### src/rtl/serial_adder_pkg.sv
// Shared types for the nibble-serial adder sequencer.
// State encoding and nibble geometry.
package serial_adder_pkg;

  typedef enum logic {
    IDLE,
    ADD
  } adder_state_t;

  localparam int NIBBLE_BITS = 4;

endpackage

### src/rtl/adder_4bit.sv
// Shared 4-bit ripple adder with carry in/out.
// Purely combinational.
module adder_4bit (
  input  logic [3:0] a,
  input  logic [3:0] b,
  input  logic       carry_in,
  output logic [3:0] sum,
  output logic       overflow
);

  assign {overflow, sum} = {1'b0, a} + {1'b0, b} + {4'b0, carry_in};

endmodule

### src/rtl/serial_adder_ctrl.sv
// Adds two wide operands one nibble per clock through a single 4-bit adder.
// LS nibble first; carry ripples through carry_reg between cycles.
module serial_adder_ctrl
  import serial_adder_pkg::*;
#(
  parameter int NUM_NIBBLES = 4,
  localparam int W = NIBBLE_BITS * NUM_NIBBLES
) (
  input  logic         clk,
  input  logic         rst,
  input  logic         start,
  input  logic [W-1:0] a,
  input  logic [W-1:0] b,
  input  logic         carry_in,
  output logic         busy,
  output logic         done,
  output logic [W-1:0] sum,
  output logic         overflow
);

  localparam int CW = (NUM_NIBBLES > 1) ? $clog2(NUM_NIBBLES) : 1;
  localparam logic [CW-1:0] LAST = CW'(NUM_NIBBLES - 1);

  adder_state_t state, state_nxt;
  logic [CW-1:0] cnt, cnt_nxt;
  logic          carry_reg, carry_nxt;
  logic [W-1:0]  op_a, op_a_nxt;
  logic [W-1:0]  op_b, op_b_nxt;
  logic [W-1:0]  accum, accum_nxt;
  logic [W-1:0]  sum_nxt;
  logic          ovf_nxt;
  logic          done_nxt;

  logic [NIBBLE_BITS-1:0] nib_a, nib_b, nib_sum;
  logic                   nib_ovf;

  assign nib_a = op_a[NIBBLE_BITS*cnt +: NIBBLE_BITS];
  assign nib_b = op_b[NIBBLE_BITS*cnt +: NIBBLE_BITS];

  adder_4bit u_adder (
    .a        (nib_a),
    .b        (nib_b),
    .carry_in (carry_reg),
    .sum      (nib_sum),
    .overflow (nib_ovf)
  );

  assign busy = (state == ADD);

  always_comb begin
    state_nxt = state;
    cnt_nxt   = cnt;
    carry_nxt = carry_reg;
    op_a_nxt  = op_a;
    op_b_nxt  = op_b;
    accum_nxt = accum;
    sum_nxt   = sum;
    ovf_nxt   = overflow;
    done_nxt  = 1'b0;
    unique case (state)
      IDLE: begin
        if (start) begin
          op_a_nxt  = a;
          op_b_nxt  = b;
          carry_nxt = carry_in;
          cnt_nxt   = '0;
          state_nxt = ADD;
        end
      end
      ADD: begin
        accum_nxt[NIBBLE_BITS*cnt +: NIBBLE_BITS] = nib_sum;
        carry_nxt = nib_ovf;
        cnt_nxt   = cnt + CW'(1);
        // Last nibble: publish the fully assembled word.
        if (cnt == LAST) begin
          sum_nxt   = accum_nxt;
          ovf_nxt   = nib_ovf;
          done_nxt  = 1'b1;
          cnt_nxt   = '0;
          state_nxt = IDLE;
        end
      end
      default: state_nxt = IDLE;
    endcase
  end

  always_ff @(posedge clk or posedge rst) begin
    if (rst) begin
      state     <= IDLE;
      cnt       <= '0;
      carry_reg <= 1'b0;
      op_a      <= '0;
      op_b      <= '0;
      accum     <= '0;
      sum       <= '0;
      overflow  <= 1'b0;
      done      <= 1'b0;
    end else begin
      state     <= state_nxt;
      cnt       <= cnt_nxt;
      carry_reg <= carry_nxt;
      op_a      <= op_a_nxt;
      op_b      <= op_b_nxt;
      accum     <= accum_nxt;
      sum       <= sum_nxt;
      overflow  <= ovf_nxt;
      done      <= done_nxt;
    end
  end

endmodule

### config.mk
export PLATFORM = sky130hd
export DESIGN_NAME = serial_adder_ctrl
export DESIGN_NICKNAME = d
export VERILOG_FILES = /design/src/rtl/serial_adder_pkg.sv /design/src/rtl/adder_4bit.sv /design/src/rtl/serial_adder_ctrl.sv
export SDC_FILE = /design/constraint.sdc
export NUM_CORES = 1
export LEC_CHECK = 0
export BUFFER_PORTS_ARGS = -buffer_cell sky130_fd_sc_hd__buf_2
export CAP_MARGIN = 30
export CORE_ASPECT_RATIO = 1.5
export CORE_MARGIN = 2
export CORE_UTILIZATION = 38
export CTS_CLUSTER_DIAMETER = 150
export CTS_CLUSTER_SIZE = 10
export DETAILED_ROUTE_END_ITERATION = 10
export PLACE_DENSITY = 0.54
export SLEW_MARGIN = 0
export SYNTH_ARGS = -nofsm -noshare
export SYNTH_HDL_FRONTEND = slang
export SYNTH_HIERARCHICAL = 1
export SYNTH_SLANG_ARGS = --single-unit
export TNS_END_PERCENT = 100
### constraint.sdc
create_clock -name clk -period 3.8 [get_ports clk]
set_input_delay 0.19 -clock clk [delete_from_list [all_inputs] [get_ports clk]]
set_output_delay 0.19 -clock clk [all_outputs]
set_load 0.02 [all_outputs]
## After elaboration in Yosys (flattened, before gate mapping)

Index checks and enable logic that the tools add are counted.

- $add $sub $neg: 4
- Equal/unequal tests: 2
- Shift operators: 4
- Mux-type cells: 11
- Bitwise operators: 1
- Reduce and logical (&&, ||, !) cells: 2

Operator list:

| cell | number |
|---|---|
| negator 4 -> 34 bit | 1 |
| variable shift 4 x 34 -> 16 bit, first input constant | 1 |
| variable part select 4 x 34 -> 16 bit | 1 |
| variable part select 16 x 5 -> 4 bit | 2 |
| bitwise mux 16 bit | 1 |
| adder 4 x 4 -> 5 bit | 1 |
| adder 5 x 1 -> 5 bit | 1 |
| two-way mux 1 bit | 5 |
| two-way mux 2 bit | 2 |
| one-hot mux 1 bit (2 select lines) | 2 |
| one-hot mux 2 bit (2 select lines) | 1 |
| AND reduction 2 bit | 2 |
| adder 2 x 1 -> 2 bit, second input constant | 1 |
| equality test 2 bit, second input constant | 1 |
| inequality test 2 bit, second input constant | 1 |
| inverter 1 bit | 1 |

- Register bits: 70
- Input port bits: 36
- Output and inout bits: 19
- Word-level logic and storage cells: 33

## Longest topological paths before layout

Gate-level depths: netlist of the first run.

- Depth in word-level cells: 5
- Gate-level depth with buffers: 10
- Mapped depth without buffers: 9

## Modules after synthesis

The synthesis of the first run kept the hierarchy.

By module, submodules not included:

| module | instances | cells an instance | area each (µm²) | seq. area each (µm²) |
|---|---|---|---|---|
| serial_adder_ctrl | 1 | 212 | 2,946.6 | 1,651.6 |
| adder_4bit | 1 | 16 | 143.9 | 0.0 |

## Least setup slack after synthesis of the first run

OpenSTA, ideal clock, no wires.

- Path type: reg2reg
- Start point: register cnt[0]
- End point: register sum[9]
- Setup time: 0.077 ns
- Arrival: 2.498 ns
- Required time: 3.723 ns
- Setup slack: 1.225 ns
- Stages on the path, launching flop included: 10
- Path buffers: 2
- Period minus slack after synthesis: 2.575 ns
- Cells stage by stage: dfrtp_1 > buf_6 > mux4_1 > fa_1 > inv_1 > fa_1 > inv_1 > clkbuf_1 > a31oi_1 > a21oi_1

- Longest elaborated chain between the ends: 5
- Elaborated cells between the ends (all ways): 10
- Classes of those cells: add/sub (3); eq/ne (1); shift (4); mux (1); reduce/logical (1)

Ends and longest elaborated chain:

| what | line | RTL |
|---|---|---|
| start: declaration | serial_adder_ctrl.sv:25 | `logic [CW-1:0] cnt, cnt_nxt;` |
| start signal: assignment | serial_adder_ctrl.sv:100 | `cnt <= cnt_nxt;` |
| variable part select 16 x 5 -> 4 bit | serial_adder_ctrl.sv:38 | `assign nib_b = op_b[NIBBLE_BITS*cnt +: NIBBLE_BITS];` |
| via nib_b[0] | serial_adder_ctrl.sv:34 | `logic [NIBBLE_BITS-1:0] nib_a, nib_b, nib_sum;` |
| adder 4 x 4 -> 5 bit | adder_4bit.sv:11 | `assign {overflow, sum} = {1'b0, a} + {1'b0, b} + {4'b0, carry_in};` |
| adder 5 x 1 -> 5 bit | adder_4bit.sv:11 |  |
| via nib_sum[1] | serial_adder_ctrl.sv:34 |  |
| variable part select 4 x 34 -> 16 bit | serial_adder_ctrl.sv:71 | `accum_nxt[NIBBLE_BITS*cnt +: NIBBLE_BITS] = nib_sum;` |
| bitwise mux 16 bit | serial_adder_ctrl.sv:71 |  |
| end signal: assignment | serial_adder_ctrl.sv:105 | `sum <= sum_nxt;` |
| end: declaration | serial_adder_ctrl.sv:17 | `output logic [W-1:0] sum,` |

The timed path passes the listed nets, and every way through them passes these cells.
A chain may end at the register's enable or synchronous reset.

## Final worst setup path of the first run

- Start point: register cnt[0]
- End point: register sum[7]

The elaborated chain is that of the path after synthesis.

==> results of run 1 <==
routing by layer:
layer | share of wire (%) | vias up | wire (um)
li1 | - | 943 | -
met4 | 2.3 | 0 | 142
met1 | 41 | 973 | 2510
met3 | 4.2 | 8 | 254
met5 | 0 | - | 0
met2 | 52 | 51 | 3190
critical path, cell delays in order, from the launching register on:
cell and delay [ns]:
dfrtp_1 0.78, mux4_1 0.66, fa_1 0.42, a21o_1 0.20
a21oi_2 0.14, xnor2_1 0.19, a221oi_1 0.33, nor2_1 0.08
worst paths after layout:
check                           depth (start not counted)      from        to  slack (ns)
worst max-delay path                                    7    cnt[0]    sum[7]        0.87
worst min-delay path                                    2      b[8]   op_b[8]         0.1
worst max register to register                          7    cnt[0]    sum[7]        0.87
worst min register to register                          2  overflow  overflow        0.48
max in group asynchronous                               4       rst  op_b[12]        2.38
min in group asynchronous                               3       rst   op_a[0]        0.52
what timing repair did:
action | 4_1_cts | 5_1_grt
hold buffers | 1 | 0
buffers inserted | 0 | 0
endpoints found under the hold margin | 32 | 0
placed cells by master, fill, tap and decap left out, types with 5 or more instances in the layout:
cell type  instances
ha_1               8
mux2_2            32
nor2_1            20
dfrtp_1           66
mux4_1             7
a32o_1             8
nor2b_1            5
a221oi_1           8
nand2_1            8
clkbuf_16          9
buf_2             54
inv_1              8
metrics by stage:
step / setup slack [ns] / instance area (um2) / utilization, % / hold slack (ns) / power (mW)
6_report: 0.872 / 3710 / 46.6 / 0.0952 / 3.83
2_1_floorplan: 1.22 / 3090 / - / 0.276 / 2.68
3_3_place_gp: 0.894 / 3410 / 42.9 / 0.336 / 3.08
4_1_cts: 0.833 / 3710 / 46.6 / 0.0819 / 3.91
5_1_grt: 0.631 / 3710 / 46.6 / 0.0883 / 4.15
3_5_place_dp: 0.855 / 3410 / 42.9 / 0.335 / 3.11
power by group:
| group | total [mW] | leakage, nW | internal [mW] | switching, mW |
|---|---|---|---|---|
| Clock | 0.773 | 0.143 | 0.493 | 0.280 |
| Combinational | 1.81 | 0.775 | 0.771 | 1.04 |
| Sequential | 1.25 | 0.812 | 1.04 | 0.212 |
| Total | 3.83 | 1.73 | 2.30 | 1.53 |
cell families after synthesis:
logic type / after synthesis / share of synthesized area [%]
compound gates: 39 / 10.3
flops: 66 / 53.4
mux: 41 / 18.7
buf+inv: 28 / 4.74
fa+ha+maj: 10 / 4.53
xor+xnor: 2 / 0.567
simple gates: 42 / 7.73
area by class of cell:
| type | count | area share (%) |
|---|---|---|
| Inverter | 11 | 1.18 |
| Clock inverter | 2 | 0.270 |
| Clock buffer | 14 | 7.39 |
| Sequential cell | 66 | 44.5 |
| Multi-Input combinational cell | 134 | 34.9 |
| Timing Repair Buffer | 58 | 8.16 |
| Tap cell | 105 | 3.54 |
==> impl_metrics.env, run 1 <==
export IMPL_clockRootBuffer="clkbuf_16"
export IMPL_grt_use_met2_pct=26.0
export IMPL_drc_errors=0
export IMPL_final_nets=326
export IMPL_reg_top3="op_a (16), op_b (16), sum (16)"
export IMPL_grt_pass1_vias=2115
export IMPL_finClkSkew_ns=0.00264
export IMPL_wl_per_cell_um=15.6
export IMPL_n_fill_cell=759
export IMPL_die_h_um=114
export IMPL_antenna_found_initial=0
export IMPL_synthTopCellsByCount="dfrtp_1 (66), mux2_2 (32), nor2_1 (20)"
export IMPL_ctsHtreeMaxLevel=3
export IMPL_yosysWarnings=6
export IMPL_drive_gt1_share_pct=41.1
export IMPL_fmax_mhz=342
export IMPL_start_util_pct=38.8
export IMPL_ys_flop_type="dfrtp_1"
export IMPL_avgSynthCellArea_um2=13.6
export IMPL_synthesis_instances=228
export IMPL_grt_use_met1_pct=18.3
export IMPL_ff_latch_area_mm2=0.00165
export IMPL_path_class="reg2reg"
export IMPL_synth_cell_types=37
export IMPL_busiest_layer="met2"
export IMPL_leakagePower_nw=1.73
export IMPL_ir_drop_mv=0.550
export IMPL_rsz0062_at_grt="false"
export IMPL_fin_tns_setup_ns=0
export IMPL_ant_nets=0
export IMPL_area_growth_pct=20.0
export IMPL_clk_latency_ns=0.32
export IMPL_final_max_slew_viol_count=0
export IMPL_use_met3_pct=4.10
export IMPL_yosysMostFrequentCell="dfrtp_1"
export IMPL_period_share_pct=77.1
export IMPL_finalSetupViolations=0
export IMPL_grt_first_pass_wirelength_mm=10.5
export IMPL_cp_max_fo=14
export IMPL_synth_seq_cells=66
export IMPL_grtUsageTotal_pct=15.5
export IMPL_port_buffers=54
export IMPL_endpoint_kind="register"
export IMPL_status="finished clean"
export IMPL_relSlewSlack_pct=54.3
export IMPL_overflow=0
export IMPL_die_w_um=77.6
export IMPL_grt_max_degree=35
export IMPL_drt_first_iter_violations=118
export IMPL_yosysTopAreaCell="dfrtp_1"
export IMPL_min_period_ns=2.93
export IMPL_antenna_cells=0
export IMPL_drtPass1Iterations=5
export IMPL_gp_congestion=0.769
export IMPL_min_path_type="in2reg"
export IMPL_dr_total_vias=1975
export IMPL_core_mm2=0.00796
export IMPL_rows=40
export IMPL_syn_area_mm2=0.00309
export IMPL_critPathRequiredTime_ns=4.00
export IMPL_cts_buffer_depth=2
export IMPL_synth_edf_count=0
export IMPL_cts_buffers=9
export IMPL_synth_area_leaders="dfrtp_1 (53%), mux2_2 (12%), mux4_1 (6.0%)"
export IMPL_cp_arrival_ns=3.13
export IMPL_syn_num_nets=274
export IMPL_clock_sinks=66
export IMPL_placed_cells=373
export IMPL_vias_per_cell=5.06
export IMPL_fin_cells=390
export IMPL_drt_wl_total_mm=6.10
export IMPL_worst_pin_slew_ns=0.685
export IMPL_yosysSeqAreaShare_pct=53.4
export IMPL_dp_hpwl_mm=4.35
export IMPL_cts_repair_resized=0
export IMPL_synthArstFlopShare_pct=100
export IMPL_cts_clk_slew_worst_paths_ns=0.05
export IMPL_io_pins=55
export IMPL_crit_path_start_kind="register"
export IMPL_cts_tree="done"
export IMPL_cap_violations=0
export IMPL_die_area_mm2=0.00889
export IMPL_finalHoldViolations=0
export IMPL_netlist_area_leader_share_pct=53.4
export IMPL_p_per_area_mw_per_mm2=1030
export IMPL_multiInputGateArea_mm2=0.00129
No activity file was read; power rests on OpenSTA's default activity.
==> run 2, diff against run 1 <==
==> constraint.sdc (replaced) <==
create_clock -name clk -period 3.07 [get_ports clk]
set_input_delay 0.1535 -clock clk [delete_from_list [all_inputs] [get_ports clk]]
set_output_delay 0.1535 -clock clk [all_outputs]
set_load 0.02 [all_outputs]
==> run 2 against run 1 <==
Fmax rose by 7.1%. Die area did not move. Worst hold slack got worse by 0.035 ns. Worst setup slack got worse by 0.54 ns. Clock-buffer cell count fell by 3. Global-route usage barely moved. Critical path type unchanged. Largest power group unchanged.
==> impl_metrics.env, run 2 (synthesized netlist as in run 1, its figures left out) <==
export IMPL_period_share_pct=89.1
export IMPL_ctsHtreeMaxLevel=3
export IMPL_drtPass1Iterations=4
export IMPL_gp_congestion=0.766
export IMPL_dr_total_vias=1963
export IMPL_min_delay_start="a[5]"
export IMPL_finalSetupViolations=0
export IMPL_port_buffers=54
export IMPL_dp_hpwl_mm=4.40
export IMPL_reg_top3="op_a (16), op_b (16), sum (16)"
export IMPL_hold_depth=2
export IMPL_overflow=0
export IMPL_relSlewSlack_pct=45.2
export IMPL_layout_common_cells="dfrtp_1 (66), buf_2 (54), mux2_2 (32)"
export IMPL_crit_path_start_kind="register"
export IMPL_final_common_cell="dfrtp_1"
export IMPL_worst_pin_slew_ns=0.822
export IMPL_holdBufCountCts=0
export IMPL_fin_cells=391
export IMPL_cts_buffers=9
export IMPL_core_mm2=0.00796
export IMPL_drt_first_iter_violations=140
export IMPL_regToRegSetupSlack_ns=0.34
export IMPL_die_h_um=114
export IMPL_endpoint_kind="register"
export IMPL_grt_pass1_vias=2063
export IMPL_die_w_um=77.6
export IMPL_reg2regPathDepth=7
export IMPL_ant_nets=0
export IMPL_vias_per_cell=5.02
export IMPL_holdPathEnd="op_a[5]"
export IMPL_drt_wl_total_mm=6.08
export IMPL_drive_gt1_share_pct=41.6
export IMPL_cts_tree="done"
export IMPL_antenna_found_initial=0
export IMPL_grtUsageTotal_pct=15.5
export IMPL_cts_setup_buffers=0
export IMPL_clock_sinks=66
export IMPL_cap_violations=0
export IMPL_wl_per_cell_um=15.6
export IMPL_critPathRequiredTime_ns=3.27
export IMPL_fmax_mhz=366
export IMPL_cts_clk_slew_worst_paths_ns=0.06
export IMPL_cts_repair_resized=0
export IMPL_finalHoldViolations=0
export IMPL_ir_drop_mv=0.682
export IMPL_area_growth_pct=19.4
export IMPL_min_path_type="in2reg"
export IMPL_r2r_start="cnt[0]"
export IMPL_path_class="reg2reg"
export IMPL_finClkSkew_ns=0.00769
export IMPL_status="finished clean"
export IMPL_min_period_ns=2.73
export IMPL_fin_util_pct=46.4
export IMPL_final_nets=328
export IMPL_rsz0062_at_grt="false"
export IMPL_fin_tns_setup_ns=0
export IMPL_cp_max_fo=9
export IMPL_start_util_pct=38.8
export IMPL_clockRootBuffer="clkbuf_16"
export IMPL_grt_max_degree=67
export IMPL_clk_latency_ns=0.33
export IMPL_cp_arrival_ns=2.94
export IMPL_crit_reg2reg_capture="sum[7]"
export IMPL_placed_cells=376
export IMPL_final_max_slew_viol_count=0
export IMPL_drc_errors=0
export IMPL_antenna_cells=0
export IMPL_rows=40
export IMPL_io_pins=55
export IMPL_p_per_area_mw_per_mm2=1280
export IMPL_die_area_mm2=0.00889
export IMPL_leakagePower_nw=1.73
export IMPL_cts_buffer_depth=2
export IMPL_grt_first_pass_wirelength_mm=10.4
-- run 2: cell count changes in the layout (fill, tap and decap cells not counted) --
cell,delta
buf_4,+3
clkbuf_8,-3
clkinv_2,+2
dlygate4sd3_1,-1
-- run 2: power by group --
part / leakage, nW / internal, mW / switching [mW]
clock: 0.129 / 0.535 / 0.345
sequential: 0.812 / 1.28 / 0.248
combinational: 0.785 / 0.971 / 1.33
-- run 2: how the worst max path moves through the flow --
| stage | end | from | slack [ns] |
|---|---|---|---|
| 2_1_floorplan | sum[9] | cnt[0] | 0.49 |
| 3_3_place_gp | sum[7] | cnt[0] | 0.37 |
| 3_5_place_dp | sum[7] | cnt[0] | 0.36 |
| 4_1_cts | sum[7] | cnt[0] | 0.31 |
| 5_1_grt | sum[11] | cnt[0] | 0.11 |
| 6_report | sum[7] | cnt[0] | 0.34 |
-- run 2: cell type report --
type	instances	area, um2
fill	769	4270
sequential	66	1650
multi-input combinational	134	1290
timing repair buffer	60	315
clock buffer	11	233
tap	105	131
inverter	11	43.8
clock inverter	4	20.0
-- run 2: layer usage --
metal,GRT usage (%),vias up,part of all wire [%]
li1,-,940,-
met3,4.42,10,5.7
met2,26.3,66,53
met1,18.2,947,40
met5,0,-,0
met4,6.67,0,1.9
-- run 2: worst max-delay path: stages, from the launching register on --
cell and delay (ns):
dfrtp_1 0.61, mux4_1 0.64, fa_1 0.42, a21o_1 0.20, a21oi_2 0.15, xnor2_1 0.20
a221oi_1 0.32, nor2_1 0.07
-- run 2: metrics by stage --
| stage | hold slack [ns] | worst slack [ns] | instance area, um2 | power, mW |
|---|---|---|---|---|
| after floorplan | 0.240 | 0.495 | 3090 | 3.32 |
| after CTS | 0.0493 | 0.305 | 3690 | 4.77 |
| after detailed placement | 0.390 | 0.359 | 3440 | 3.87 |
| after global placement | 0.386 | 0.366 | 3440 | 3.85 |
| after global routing | 0.0543 | 0.106 | 3690 | 5.11 |
| final | 0.0602 | 0.336 | 3690 | 4.71 |
